$ cat src/rtl/led_refresh_scheduler_if.sv
// Bundle between the refresh requesters / LED controller and the scheduler.
// The master side drives requests and holds; the slave side (the scheduler)
// answers with the refresh pulse, lock, served mask and status.
interface led_refresh_scheduler_if #(
  parameter int NUM_SRC = 4
);
  logic [NUM_SRC-1:0] src_req;
  logic [NUM_SRC-1:0] src_hold;
  logic               refresh;
  logic               refresh_lock;
  logic [NUM_SRC-1:0] served;
  logic               busy;
  logic [15:0]        frame_count;

  modport master (
    output src_req, src_hold,
    input  refresh, refresh_lock, served, busy, frame_count
  );

  modport slave (
    input  src_req, src_hold,
    output refresh, refresh_lock, served, busy, frame_count
  );
endinterface

$ cat src/rtl/led_refresh_scheduler.sv
// LED refresh scheduler: coalesces per-source refresh requests into frames,
// waits for the lock to drop before issuing, then blocks for the frame time
// plus the latch gap.
// Optional: define LED_SCHED_WATCHDOG_EN to add an AUTO_PERIOD auto-refresh.
// Refresh cadence: ISSUE(1) + SENDING(FRAME_CYCLES-1) + HOLDOFF(GAP_CYCLES)
// + IDLE(1) + WAIT_UNLOCK(1) = FRAME_CYCLES+GAP_CYCLES+2 cycles minimum; the
// ISSUE cycle is the first cycle of the frame shifting out.
module led_refresh_scheduler #(
  parameter int NUM_SRC      = 4,
  parameter int FRAME_CYCLES = 480000,
  parameter int GAP_CYCLES   = 4000,
  parameter int AUTO_PERIOD  = 1000000
) (
  input logic clk,
  input logic rst_n,
  led_refresh_scheduler_if.slave bus
);

  typedef enum logic [2:0] {IDLE, WAIT_UNLOCK, ISSUE, SENDING, HOLDOFF} state_t;

  localparam int CNT_MAX = (FRAME_CYCLES > GAP_CYCLES) ? FRAME_CYCLES : GAP_CYCLES;
  localparam int CW      = (CNT_MAX > 1) ? $clog2(CNT_MAX) : 1;
  // With a one-cycle frame the ISSUE cycle is the whole frame.
  localparam bit          HAS_SEND  = (FRAME_CYCLES > 1);
  localparam logic [CW-1:0] SEND_LAST = CW'((FRAME_CYCLES > 1) ? FRAME_CYCLES - 2 : 0);
  localparam logic [CW-1:0] GAP_LAST  = CW'((GAP_CYCLES > 0) ? GAP_CYCLES - 1 : 0);

  state_t             state;
  logic [CW-1:0]      cnt;
  logic [NUM_SRC-1:0] pending;
  logic               auto_pend;
  logic               go_issue;
  logic               want;

  // Issue decision and "something to refresh" condition.
  always_comb begin
    go_issue = (state == WAIT_UNLOCK) && !bus.refresh_lock;
    want     = (|pending) || (|bus.src_req) || auto_pend;
  end

  // Lock follows the OR of all holds one cycle later.
  always_ff @(posedge clk or negedge rst_n) begin
    if (!rst_n) bus.refresh_lock <= 1'b0;
    else        bus.refresh_lock <= |bus.src_hold;
  end

  // Main FSM with registered refresh/served/busy/frame_count.
  always_ff @(posedge clk or negedge rst_n) begin
    if (!rst_n) begin
      state           <= IDLE;
      cnt             <= '0;
      pending         <= '0;
      bus.refresh     <= 1'b0;
      bus.served      <= '0;
      bus.busy        <= 1'b0;
      bus.frame_count <= '0;
    end else begin
      bus.refresh <= 1'b0;
      bus.served  <= '0;
      // Snapshot clears all pending bits; a request sampled on the same edge
      // stays pending for the next frame.
      pending <= (go_issue ? '0 : pending) | bus.src_req;
      case (state)
        IDLE: begin
          if (want) begin
            state    <= WAIT_UNLOCK;
            bus.busy <= 1'b1;
          end
        end
        WAIT_UNLOCK: begin
          if (go_issue) begin
            state           <= ISSUE;
            bus.refresh     <= 1'b1;
            bus.served      <= pending;
            bus.frame_count <= bus.frame_count + 16'd1;
          end
        end
        ISSUE: begin
          cnt   <= '0;
          state <= HAS_SEND ? SENDING : HOLDOFF;
        end
        SENDING: begin
          if (cnt == SEND_LAST) begin
            cnt   <= '0;
            state <= HOLDOFF;
          end else begin
            cnt <= cnt + 1'b1;
          end
        end
        HOLDOFF: begin
          if (cnt == GAP_LAST) begin
            cnt      <= '0;
            state    <= IDLE;
            bus.busy <= 1'b0;
          end else begin
            cnt <= cnt + 1'b1;
          end
        end
        default: begin
          state    <= IDLE;
          bus.busy <= 1'b0;
        end
      endcase
    end
  end

`ifdef LED_SCHED_WATCHDOG_EN
  localparam int WD_W = (AUTO_PERIOD > 2) ? $clog2(AUTO_PERIOD) : 1;
  // Flag is raised two cycles early so the IDLE->WAIT_UNLOCK->ISSUE path
  // lands the auto refresh exactly AUTO_PERIOD cycles after the last one.
  localparam logic [WD_W-1:0] WD_LAST = WD_W'((AUTO_PERIOD >= 2) ? AUTO_PERIOD - 2 : 0);

  logic [WD_W-1:0] wd_cnt;

  // Saturating watchdog, restarted by every issued frame.
  always_ff @(posedge clk or negedge rst_n) begin
    if (!rst_n)                 wd_cnt <= '0;
    else if (go_issue)          wd_cnt <= '0;
    else if (wd_cnt != WD_LAST) wd_cnt <= wd_cnt + 1'b1;
  end

  assign auto_pend = (wd_cnt == WD_LAST);
`else
  assign auto_pend = 1'b0;
`endif

endmodule

$ cat src/flat_wrapper.sv
// flat-port wrapper written by rule: the top's interface ports become plain ports
module led_refresh_scheduler_flat 
#(
  parameter int NUM_SRC      = 4,
  parameter int FRAME_CYCLES = 480000,
  parameter int GAP_CYCLES   = 4000,
  parameter int AUTO_PERIOD  = 1000000
)
  (clk, rst_n, bus_src_req, bus_src_hold, bus_refresh, bus_refresh_lock, bus_served, bus_busy, bus_frame_count);
  led_refresh_scheduler_if #(.NUM_SRC(NUM_SRC)) bus_i ();
  input logic clk;
  input logic rst_n;
  input wire logic [$bits(bus_i.src_req)-1:0] bus_src_req;
  input wire logic [$bits(bus_i.src_hold)-1:0] bus_src_hold;
  output wire logic [$bits(bus_i.refresh)-1:0] bus_refresh;
  output wire logic [$bits(bus_i.refresh_lock)-1:0] bus_refresh_lock;
  output wire logic [$bits(bus_i.served)-1:0] bus_served;
  output wire logic [$bits(bus_i.busy)-1:0] bus_busy;
  output wire logic [$bits(bus_i.frame_count)-1:0] bus_frame_count;
  assign bus_i.src_req = bus_src_req;
  assign bus_i.src_hold = bus_src_hold;
  assign bus_refresh = bus_i.refresh;
  assign bus_refresh_lock = bus_i.refresh_lock;
  assign bus_served = bus_i.served;
  assign bus_busy = bus_i.busy;
  assign bus_frame_count = bus_i.frame_count;
  led_refresh_scheduler #(.NUM_SRC(NUM_SRC), .FRAME_CYCLES(FRAME_CYCLES), .GAP_CYCLES(GAP_CYCLES), .AUTO_PERIOD(AUTO_PERIOD)) u_core (.clk(clk), .rst_n(rst_n), .bus(bus_i));
endmodule
$ cat config.mk
export PLATFORM = sky130hd
export DESIGN_NAME = led_refresh_scheduler_flat
export DESIGN_NICKNAME = d
export VERILOG_FILES = /design/src/rtl/led_refresh_scheduler_if.sv /design/src/rtl/led_refresh_scheduler.sv /design/src/flat_wrapper.sv
export SDC_FILE = /design/constraint.sdc
export NUM_CORES = 1
export LEC_CHECK = 0
export ABC_AREA = 1
export BUFFER_PORTS_ARGS = -buffer_cell sky130_fd_sc_hd__clkbuf_2
export CAP_MARGIN = 20
export CORE_MARGIN = 2
export CORE_UTILIZATION = 25
export CTS_CLUSTER_SIZE = 30
export DETAILED_ROUTE_END_ITERATION = 7
export RECOVER_POWER = 100
export SLEW_MARGIN = 20
export SYNTH_ARGS = -nofsm -noshare
export SYNTH_HDL_FRONTEND = slang
export SYNTH_SLANG_ARGS = --single-unit
$ cat constraint.sdc
create_clock -name clk -period 1.9 [get_ports clk]
set_input_delay 0 -clock clk [delete_from_list [all_inputs] [get_ports clk]]
set_output_delay 0 -clock clk [all_outputs]
set_load 0.005 [all_outputs]
==> flow_summary_export.csv <==
group,metric,value,unit
run_status,outcome,"finished clean",
synthesis,synth-edff-count,0,
worst_setup_path,arrival,1.86,ns
floorplanning,core_area,0.0103,sq mm
clocking,clock_latency,0.31,ns
synthesis,synthTopCellsByCount,"118 x nand2_1, 49 x dfrtp_1, 43 x nor2_1, 39 x inv_1, 21 x nand3_1",
detailed_routing,vias_per_cell,4.23,
worst_setup_path,crit_chain,"ha_1, nand2_1, nor2_2, nand2_1, nor2_1, nand3_1, nand2_1, inv_1, nand2_1, nand2_1",
worst_setup_path,cp-end-kind,"flip-flop",
synthesis,synthDominantCellAreaShare,46.0,%
timing,setup-tns-final,0,ns
hold_path,hp-class,"primary input to flip-flop",
timing,hold_viol,0,
synthesis,yosysSeqAreaShare,46.0,%
clocking,numClockSinks,49,
final_layout,diodes,0,
final_layout,nNetsFinal,406,
worst_setup_path,required,2.10,ns
global_routing,gr-total-overflow,0,
detailed_routing,drt_iter0_markers,62,
worst_setup_path,startpoint_type,"flip-flop",
hold_path,hp-start,"bus_src_hold[3]",
final_layout,areaGrowthSynthToFinish,17.6,%
floorplanning,dieWidth,107,microns
worst_setup_path,worstReg2RegStart,"u_core.cnt[1]",
power_and_ir_drop,ir_worst_vdd,0.364,mV
synthesis,yosysTopAreaCell,"dfrtp_1",
global_routing,grt_max_degree,29,
clocking,clk_pin_slew_worst_paths,0.10,ns
synthesis,synth-seq-cells,49,
detailed_routing,drc,0,
timing,layout_min_cycle_time,1.66,ns
power_and_ir_drop,power-per-cell-area,818,mW/mm^2
final_layout,fill_cells,1122,
timing,relSlewSlack,18.0,%
clocking,h-tree-depth,2,
placement,place_congestion,0.852,
clocking,cts_tree,"yes",
floorplanning,rows,37,
worst_setup_path,rrSetupSlack,0.24,ns
synthesis,async_flop_share,100,%
synthesis,synth_area,0.00267,sq mm
worst_setup_path,crit_slowest_cell,"dfrtp_1",
global_routing,grt_pass1_vias,2256,
floorplanning,die_y,107,microns
detailed_routing,drt-total-wl,5.58,mm
worst_setup_path,critPathLaunch,"u_core.cnt[1]",
timing,whs,0.412,ns
placement,dpl.cell_count,515,
final_layout,utilization,30.4,%
synthesis,synthTopCellsByArea,"dfrtp_1 46%, nand2_1 17%, nor2_1 6.1%",
timing,tightest_slew,1.23,ns
global_routing,grt_pass1_wl,10.2,mm
synthesis,yosysMostFrequentCell,"nand2_1",
worst_setup_path,critical_path_class,"flip-flop to flip-flop",
clocking,cts_root_buf,"clkbuf_8",
final_layout,drive_gt1_share,10.7,%
detailed_routing,drtPass1Iterations,4,
final_layout,stdcell_count,530,
final_layout,seq_area,0.00123,sq mm
placement,dp.final_hpwl,4.16,mm
detailed_routing,ant_nets,0,
timing,setup_viol,0,
global_routing,antenna_found_initial,0,
run,max_cap_viol_count,0,
floorplanning,pin_count,33,
synthesis,synth.net_count,362,
timing,skew,0.0123,ns
synthesis,synthFlopType,"dfrtp_1",
detailed_routing,post_drt_wl_per_cell,10.5,microns
worst_setup_path,r2r_cells,10,
synthesis,avgSynthCellArea,7.64,sq um
worst_setup_path,slowest_delay,0.40,ns
timing,rsz0062_at_grt,"false",
power_and_ir_drop,finalPower,0.00256,W
timing,finalCritPeriodShare,87.2,%
clocking,cts-resized-gates,0,
synthesis,yosysWarningCount,0,
floorplanning,start_util,25.8,%
timing,clock.fmax,0.604,GHz
hold_path,hold_depth,3,
detailed_routing,vias,2242,
hold_path,min_to,"u_core.bus.refresh_lock",
global_routing,grt_util_all_layers,10.8,%
worst_setup_path,cpMostUsedCell,"nand2_1",
power_and_ir_drop,p_leak,1.62,nW
clocking,numCtsBuffers,5,
final_layout,multi_input_comb_area,0.00123,sq mm
floorplanning,dieArea,0.0115,sq mm
synthesis,syn_inst,349,
placement,portBuffers,32,
timing,drv_slew,0,
worst_setup_path,r2r_end,"u_core.cnt[18]",
worst_setup_path,path_max_fanout,4,
synthesis,yosysUniqueCellTypes,26,
clocking,cts.path.max_buffers,2,
==> cell families after synthesis <==
kind of cell / share of synthesized area (%)
XOR/XNOR: 7.88
AO/OA/AOI/OAI: 3.66
buffers and inverters: 7.23
AND/OR/NAND/NOR: 33.8
adder cells (fa/ha/maj): 1.41
flip-flops: 46.0
==> stage by stage <==
stage / area (sq um) / worst slack [ns]
5_1_grt: 3130 / 0.0622
3_5_place_dp: 3000 / 0.314
2_1_floorplan: 2670 / 0.457
6_report: 3130 / 0.244
4_1_cts: 3170 / 0.289
3_3_place_gp: 3000 / 0.333
==> power breakdown <==
| part | total, W | internal [W] | switching, W |
|---|---|---|---|
| Combinational | 0.000632 | 0.000213 | 0.000419 |
| Clock | 0.000673 | 0.000303 | 0.000370 |
| Sequential | 0.00126 | 0.00115 | 0.000114 |
| Total | 0.00256 | 0.00166 | 0.000904 |
==> per-layer routing <==
layer	track usage (%)	vias to the layer above	routed length [microns]
met5	0	-	0
met4	2.41	0	48
met2	18.3	33	2560
li1	-	1160	-
met1	14.1	1045	2760
met3	2.36	4	213
==> timing repair <==
item / 4_1_cts / 5_1_grt
hold buffers: 7 / 0
hold endpoints to repair: 26 / 0
setup buffers: 0 / 0
==> worst max-delay path by stage <==
stage | end | slack (ns) | cells after the start
after global routing | u_core.cnt[18] | 0.06 | 10
after detailed placement | u_core.cnt[10] | 0.31 | 9
after global placement | u_core.cnt[18] | 0.33 | 10
after CTS | u_core.cnt[18] | 0.29 | 10
final | u_core.cnt[18] | 0.24 | 10
after floorplan | u_core.cnt[2] | 0.46 | 10
==> cell usage in the layout (no fill, tap or decap), types with 2 or more instances in the layout <==
cell type,instances
inv_2,4
nor2_4,2
nor3_1,5
dlygate4sd3_1,7
nor2_1,45
xor2_1,15
nand3_1,21
nand2_2,3
xnor2_1,9
clkbuf_8,6
ha_1,3
nand4_1,10
dfrtp_1,49
o21ai_0,6
clkbuf_2,19
clkbuf_1,14
inv_1,39
a21oi_1,4
o211ai_1,2
nand2_1,120
==> flip-flops by register name, summed over array words and instances (netlist names) <==
signal and flops:
u_core.state 3, u_core.pending 4, u_core.bus.served 4, u_core.bus.busy 1, u_core.bus.frame_count 16, u_core.cnt 19
u_core.bus.refresh_lock 1, u_core.bus.refresh 1
==> area by class of cell <==
class                      instances  share of cell area, %
clock buffer                       6                   2.63
clock inverter                     2                  0.559
inverter                          43                   5.15
multi-input combinational        252                   39.3
sequential                        49                   39.1
tap                              136                   5.43
timing repair buffer              42                   7.82
==> worst max-delay path, delay by kind of cell (launching register included) <==
family | cells | cell delay, ns
simple gates | 8 | 0.90
fa+ha+maj | 1 | 0.22
buf+inv | 1 | 0.04
flops | 1 | 0.40
Power figures use the tool's default switching activity.
